===== src/rtl/wb_sequencer.sv =====
// Writeback sequencer: turns per-instruction writeback commands into the
// MemToReg mux select, register-file write enable and address, with a load timeout.
module wb_sequencer #(
    parameter int MEM_TIMEOUT = 16,
    parameter int CNT_W       = 4
) (
    input  logic       clk,
    input  logic       rst,
    input  logic       issue_valid,
    input  logic [1:0] issue_src,
    input  logic [4:0] issue_rd,
    output logic       issue_ready,
    input  logic       mem_ready,
    output logic       mem_req,
    output logic [1:0] wb_sel,
    output logic       reg_write,
    output logic [4:0] wb_rd,
    output logic       stall,
    output logic       mem_err,
    output logic       src_err
);

    typedef enum logic [1:0] {
        IDLE     = 2'd0,
        MEM_WAIT = 2'd1,
        WB       = 2'd2
    } state_t;

    localparam logic [1:0]       SRC_ALU  = 2'b00;
    localparam logic [1:0]       SRC_MEM  = 2'b01;
    localparam logic [1:0]       SRC_LINK = 2'b10;
    localparam logic [CNT_W-1:0] CNT_LAST = CNT_W'(MEM_TIMEOUT - 1);

    state_t           state, state_next;
    logic [CNT_W-1:0] counter, counter_next;
    logic [1:0]       sel_next;
    logic [4:0]       rd_next;
    logic             write_next, req_next, merr_next, serr_next;

    // Only the load wait blocks new commands; WB can accept a follow-on command.
    assign issue_ready = (state != MEM_WAIT);
    assign stall       = ~issue_ready;

    always_ff @(posedge clk) begin
        if (rst) begin
            state     <= IDLE;
            counter   <= '0;
            wb_sel    <= SRC_ALU;
            wb_rd     <= '0;
            reg_write <= 1'b0;
            mem_req   <= 1'b0;
            mem_err   <= 1'b0;
            src_err   <= 1'b0;
        end else begin
            state     <= state_next;
            counter   <= counter_next;
            wb_sel    <= sel_next;
            wb_rd     <= rd_next;
            reg_write <= write_next;
            mem_req   <= req_next;
            mem_err   <= merr_next;
            src_err   <= serr_next;
        end
    end

    always_comb begin
        state_next   = state;
        counter_next = counter;
        sel_next     = wb_sel;
        rd_next      = wb_rd;
        write_next   = 1'b0;
        req_next     = 1'b0;
        merr_next    = 1'b0;
        serr_next    = 1'b0;

        case (state)
            IDLE, WB: begin
                state_next = IDLE;
                if (issue_valid) begin
                    case (issue_src)
                        SRC_ALU, SRC_LINK: begin
                            state_next = WB;
                            sel_next   = issue_src;
                            rd_next    = issue_rd;
                            write_next = (issue_rd != 5'd0);
                        end
                        SRC_MEM: begin
                            state_next   = MEM_WAIT;
                            sel_next     = SRC_MEM;
                            rd_next      = issue_rd;
                            counter_next = '0;
                            req_next     = 1'b1;
                        end
                        default: begin
                            state_next = IDLE;
                            serr_next  = 1'b1;
                        end
                    endcase
                end
            end
            MEM_WAIT: begin
                // A ready arriving on the final allowed cycle still completes the load.
                if (mem_ready) begin
                    state_next = WB;
                    write_next = (wb_rd != 5'd0);
                end else if (counter == CNT_LAST) begin
                    state_next = IDLE;
                    merr_next  = 1'b1;
                end else begin
                    counter_next = counter + 1'b1;
                    req_next     = 1'b1;
                end
            end
            default: state_next = IDLE;
        endcase
    end

endmodule


===== config.mk =====
export PLATFORM = sky130hd
export DESIGN_NAME = wb_sequencer
export DESIGN_NICKNAME = d
export VERILOG_FILES = /design/src/rtl/wb_sequencer.sv
export SDC_FILE = /design/constraint.sdc
export NUM_CORES = 1
export LEC_CHECK = 0
export CELL_PAD_IN_SITES_DETAIL_PLACEMENT = 0
export CELL_PAD_IN_SITES_GLOBAL_PLACEMENT = 1
export CORE_UTILIZATION = 34
export DETAILED_ROUTE_END_ITERATION = 16
export HOLD_SLACK_MARGIN = 0.15
export PLACE_DENSITY_LB_ADDON = 0.1
export REMOVE_ABC_BUFFERS = 1
export SLEW_MARGIN = 20
export SYNTH_ARGS = -nofsm -noshare
export SYNTH_HDL_FRONTEND = slang
export SYNTH_SLANG_ARGS = --single-unit

===== constraint.sdc =====
create_clock -name clk -period 2.87 [get_ports clk]
set_clock_uncertainty 0.15 [all_clocks]
set_input_delay 0.574 -clock clk [delete_from_list [all_inputs] [get_ports clk]]
set_output_delay 0.574 -clock clk [all_outputs]
set_load 0.1 [all_outputs]

== After elaboration in Yosys (flattened, before gate mapping) ==
Cells that the tools add are included.
Storage, ports and cells
  bits in registers: 17
Operators by class
  bitwise logic cells: 4
  reduce and logical (&&, ||, !) cells: 14
  add/subtract/negate cells: 1
  eq/ne operators: 11
  mux-type cells: 22
Operators with widths (count)
  $mux W4: 4
  $pmux W2 S2: 3
  $reduce_bool A5 Y1: 2
  $mux W1: 9
  $reduce_or A3 Y1: 3
  $pmux W4 S2: 1
  $mux W2: 3
  $ne A2 B2 Y1 const B: 3
  $reduce_and A3 Y1: 2
  $reduce_and A5 Y1: 1
  $add A4 B1 Y4 const B: 1
  $eq A2 B1 Y1 const B: 2
  $eq A2 B2 Y1 const B: 2
  $eq A4 B4 Y1 const B: 1
  $logic_not A2 Y1: 2
  $ne A2 B1 Y1 const B: 2
  $not A1 Y1: 4
  $pmux W1 S2: 2
  $reduce_bool A2 Y1: 2
  $reduce_or A2 Y1: 2
  $ne A3 B3 Y1 const B: 1

== Longest topological paths before layout ==
  word-level depth: 5
  gate-level depth with buffers: 4
  depth with buffers taken out: 4

== Least setup slack after synthesis ==
OpenSTA, ideal clock, no wires.
  path type: reg-to-output
  from: register state[0]
  to: output port issue_ready
  setup slack: -0.149 ns
  data arrival time: 2.295 ns
  cell stages (with the launch flop): 4
  path buffers: 1
  path through: dfxtp_1 -> nor2b_1 -> clkbuf_1 -> inv_1
Between the ends
  word-level cells in the longest chain between the ends: 1
Ends and longest elaborated chain
  start, declared: RTL line 34  | state_t state, state_next;
  start signal, assigned: RTL line 55  | state <= state_next;
  $ne A2 B1 Y1: RTL line 41  | assign issue_ready = (state != MEM_WAIT);
  end, declared: RTL line 12  | output logic issue_ready,
No other way between the ends.

== Worst setup path in the final report ==
  from: register state[0]
  to: output port stall
Between the ends
  word-level cells in the longest chain between the ends: 2
Ends and longest elaborated chain
  $ne A2 B1 Y1: RTL line 41
  $not A1 Y1: RTL line 42  | assign stall = ~issue_ready;
  end, declared: RTL line 18  | output logic stall,
No other way between the ends.

==> results.cfg <==
[final_layout]
regArea_sq_um = 340
final_util_pct = 48.4
antenna_cells = 0
fin_nets = 117
multi_input_area_sq_um = 353
n_fill_cell = 196
drive_gt1_share_pct = 16.3
area_delta_synth_final_pct = 33.9

[detailed_routing]
wl_per_cell_microns = 12.5
drcViolationCount = 0
drt_iter0_markers = 26
routed_wl_microns = 1640
firstDrtPassIters = 4
viasPerCell = 5.25
drtAntennaViolNets = 0
via_count = 688

[sta]
finalCritPeriodShare_pct = 82.6
finalHoldViolCount = 0
min_period_ns = 2.37
slew-limit-headroom_pct = 58.5
report.final.slew_viol_count = 0
setup_tns_ns = 0
fmax_ghz = 0.422
setup_slack_ns = 0.499
setup_viol = 0
worstMarginPinSlew_ns = 0.621
grt_setup_unrepaired = false

[worst_setup_path]
cp-end-kind = output pin
slowest_stage = nor2b_1
crit_chain = nor2b_1 > buf_4
cp.required_ns = 2.15
critical-path-top-delay-family = simple AND/OR/NAND/NOR gates
cpPeakStageDelay_ns = 0.49
worst-setup-path-type = reg -> out
worstPathArrival_ns = 1.65
critPathBufInv = 1
crit_path_start_kind = flip-flop
critPathMaxFanout = 9

[synth]
ys.warnings.count = 0
yosysUniqueCellTypes = 30
seq_area_frac_synth_pct = 47.5
synth-xor-area-share_pct = 0
synth-compound-area-share_pct = 18.2
avgSynthCellArea_sq_um = 8.85
synth_fa_ha_area_share_pct = 1.75
synth-seq-cells = 17
yosys.area_share.simple_pct = 27.9
syn-cell-area_sq_um = 717
synth_cells = 81
synthMuxAreaShare_pct = 1.40
synth_top_family_by_area = simple AND/OR/NAND/NOR gates

[grt]
grtUsageTotal_pct = 16.5
grt_pass1_wl_microns = 2570
grt_max_degree = 19
antenna_found_initial = 0
gr-total-overflow = 0
first_global_vias = 561

[clock_network]
cts_tree = yes
cts_buffers = 3
insertion_delay_ns = 0.29
htreeDepth = 1
cts-root-buf = clkbuf_4
cts_hold_repair.buffers = 0
cts_resized = 0
cts_buffer_depth = 2
numClockSinks = 17
postCtsSetupRepairBufs = 0
cts.clk_slew.worst_paths_ns = 0.10

[die]
die_h_microns = 47.9
core_sq_um = 1980
pin_count = 24
start_util_pct = 36.2
num_rows = 16
die-area_sq_um = 2300
die_w_microns = 47.9

[placement]
dp_slack_ns = 0.524
io_buffers = 23
dp_hpwl_microns = 1190
gp_congestion = 0.741

[power]
report.power.total_uw = 503
power_density_nw_per_um2 = 524
power_leakage_nw = 0.373
peakVddDrop_uv = 281

[run_status]
outcome = finished clean

[run]
maxCapViolCount = 0

[hold_path]
hold_class = reg -> reg
## sequential cells by signal, summed over array words and instances, names as in the netlist
name,cells
mem_req,1
reg_write,1
counter,4
wb_rd,5
src_err,1
state,2
mem_err,1
wb_sel,2
## through the flow
step	std cells	instance area (sq um)	hold WS, ns
6_report	131	960	0.349
5_1_grt	131	960	0.375
4_1_cts	131	960	0.349
3_5_place_dp	127	932	0.333
3_3_place_gp	127	932	0.327
2_1_floorplan	77	701	0.291
## synthesized netlist by cell type (all sizes together)
master | n | area (sq um)
clkbuf | 3 | 12.5
ha | 1 | 12.5
a31oi | 2 | 12.5
and2 | 1 | 6.26
and2b | 1 | 7.51
mux2i | 1 | 10.0
o21ai | 7 | 35.0
or4 | 2 | 15.0
a221oi | 1 | 8.76
o21a | 1 | 7.51
a21oi | 7 | 35.0
nor2b | 1 | 6.26
nor3 | 3 | 15.0
buf | 1 | 3.75
inv | 2 | 7.51
nand2 | 1 | 3.75
nor2 | 6 | 22.5
dfxtp | 17 | 340
o211ai | 3 | 22.5
and3 | 1 | 6.26
nand3b | 1 | 7.51
nand3 | 7 | 35.0
nor3b | 2 | 15.0
or3b | 1 | 8.76
a311oi | 1 | 8.76
or3 | 2 | 12.5
nand2b | 3 | 18.8
nand4b | 1 | 8.76
or4bb | 1 | 11.3
## worst paths after layout
kind                     end  slack, ns  depth (start not counted)     start
hold reg to reg     wb_rd[1]       0.35                          2  wb_rd[1]
hold / removal      wb_rd[1]       0.35                          2  wb_rd[1]
setup reg to reg  counter[3]       1.12                          3  state[0]
setup / recovery       stall       0.50                          2  state[0]
## cell families (layout without fill, tap and decap cells)
family | count (synthesis) | in the layout
buffers and inverters | 6 | 29
flip-flops | 17 | 17
adder cells (fa/ha/maj) | 1 | 1
multiplexers | 1 | 1
AO/OA/AOI/OAI | 22 | 22
AND/OR/NAND/NOR | 34 | 34
## placed cells by master (no fill, tap or decap), drive strengths merged, types with 3 or more instances in the layout
cell	netlist	routed
o21ai	7	7
clkbuf	3	3
clkdlybuf4s50	0	10
a21oi	7	7
o211ai	3	3
dfxtp	17	17
nor3	3	3
nand3	7	7
buf	1	13
nand2b	3	3
nor2	6	6
## final cells by class
type	instances	share of cell area [%]
Tap cell	27	3.52
Clock buffer	3	2.35
Clock inverter	1	0.522
Sequential cell	17	35.5
Inverter	2	0.782
Multi-Input combinational cell	58	36.8
Timing Repair Buffer	23	20.6
## where the power goes
part           internal (mW)  total [mW]  switching [mW]
combinational         0.0343       0.121          0.0871
clock                 0.0518       0.131          0.0789
sequential             0.245       0.251         0.00586
## routing by layer
layer / vias to the layer above / global-route usage, % / wire, microns
li1: 344 / - / -
met1: 322 / 20.7 / 774
met2: 20 / 26.5 / 798
met3: 2 / 4.53 / 63
met4: 0 / 6.67 / 7
met5: - / 0 / 0
## worst reg2reg max path, cell delays in order, from the launching register on
cell and delay [ns]:
dfxtp_1 0.48, or3b_1 0.47, or3_1 0.39, a31oi_1 0.18
No activity file was read; power rests on OpenSTA's default activity.
==> variant: new RTL, same settings <==
The parameter `CNT_W` goes from 4 to 3.
--- a/src/rtl/wb_sequencer.sv
+++ b/src/rtl/wb_sequencer.sv
@@ -3,5 +3,5 @@
 module wb_sequencer #(
     parameter int MEM_TIMEOUT = 16,
-    parameter int CNT_W       = 4
+    parameter int CNT_W       = 3
 ) (
     input  logic       clk,
Behaviour: not the same (Yosys sat finds a counterexample within 10 cycles, from zero or initial values and one cycle with rst high).
==> variant against the original RTL <==
- count of clock-buffer cells in the layout rose by 1
- first-iteration DRC count decreased by 77%
- final area fell by 2.6%
- sequential power fell by 5%
- synthesized area shrank 4.4%
- worst setup slack better by 0.39 ns
- core utilization grew 3.5 points
- combinational power about the same
- wire length decreased by 10%
- sequential cell count down 1
- power is 0.25% lower
==> variant: results (changes against the original RTL) <==
- Run status: completed (unchanged)
- Portion of the layout cell area used by non-clock buffers: 0.220 (was 0.206)
- Total leakage power: 0.000375 µW (was 0.000373 µW)
- Arr. time, crit path: 1.26 ns (was 1.65 ns)
- Met3 Track Usage GR: 0.0577 (was 0.0453)
- Hold Worst Slack: 0.327 ns (was 0.349 ns)
- Total area of multi-input combinational cells: 338 µm² (was 353 µm²)
- Met2 WL: 660 µm (was 798 µm)
- Placer congestion estimate: 0.729 (was 0.741)
- Endpoint of the lowest-slack register-to-register path: counter[1]$_SDFFE_PP0P_ (was counter[3]$_SDFFE_PP0P_)
- Regs by FF count: wb_rd: 5 flops, counter: 3 flops (was wb_rd: 5 flops, counter: 4 flops)
- Post-synthesis compound-gate area fraction: 0.141 (was 0.182)
- Total detailed-routing wirelength: 1470 µm (was 1640 µm)
- Count of plain and timing-repair buffers in the layout: 24 (was 23)
- Fraction of final layout cells with drive strength greater than 1: 0.227 (was 0.163)
- Worst vdd ir: 384 µV (was 281 µV)
- GRT Total Usage: 0.155 (was 0.165)
- Worst slew pin tran: 0.409 ns (was 0.621 ns)
- Power share of the clock group: 0.286 (was 0.260)
- Met1 Track Usage GR: 0.207 (about the same)
- Power share of the sequential group: 0.474 (was 0.499)
- Reg2reg start: counter[0]$_SDFFE_PP0P_ (was state[0]$_SDFFE_PP0P_)
- Unique cell type count in the Yosys netlist: 25 (was 30)
- # nets final: 111 (was 117)
- Violation count after the first detailed-routing iteration: 6 (was 26)
- Worst-path clk slew: 0.08 ns (was 0.10 ns)
- Worst R2R Setup Slack: 1.14 ns (was 1.12 ns)
- Synth area leaders: dfxtp_1 47%, a21oi_1 8.0%, nand3_1 5.8%, ha_1 3.6%, o21ai_0 3.6% (was dfxtp_1 47%, a21oi_1 4.9%, nand3_1 4.9%, o21ai_0 4.9%, nor2_1 3.1%)
- Commonest cells in the synthesized netlist: 16 x dfxtp_1, 11 x a21oi_1, 8 x nand3_1 (was 17 x dfxtp_1, 7 x a21oi_1, 7 x nand3_1, 7 x o21ai_0, 6 x nor2_1)
- CP delay by family, top: flip-flops (was simple AND/OR/NAND/NOR gates)
- Fraction of the yosys area taken by sequential cells: 0.467 (was 0.475)
- R2r worst-path depth: 5 (was 3)
-- variant: changes by cell type in the layout (fill, tap and decap cells not counted), sizes merged, moves of 2 or more --
cell,unedited run,this run
or3,2,0
a31oi,2,0
nor2,6,4
o21ai,7,5
a21oi,7,11
o211ai,3,1
-- variant: per-stage QoR --
stage / setup slack, ns / std cells / instance area [µm²] / total power [µW] / utilization
6_report: 0.887 / 122 / 935 / 501 / 0.519
5_1_grt: 0.811 / 122 / 935 / 526 / 0.519
4_1_cts: 0.874 / 122 / 935 / 507 / 0.519
3_5_place_dp: 0.820 / 118 / 898 / 364 / 0.499
3_3_place_gp: 0.839 / 118 / 898 / 364 / 0.499
2_1_floorplan: 0.574 / 69 / 662 / 323 / -
-- variant: cells by family (layout without fill, tap and decap cells) --
| kind of cell | after synthesis | count (layout) |
|---|---|---|
| and+or+nand+nor | 32 | 32 |
| AOI/OAI and AO/OA | 18 | 18 |
| DFF | 16 | 16 |
| buffers and inverters | 4 | 29 |
| adders and majority gates | 2 | 2 |
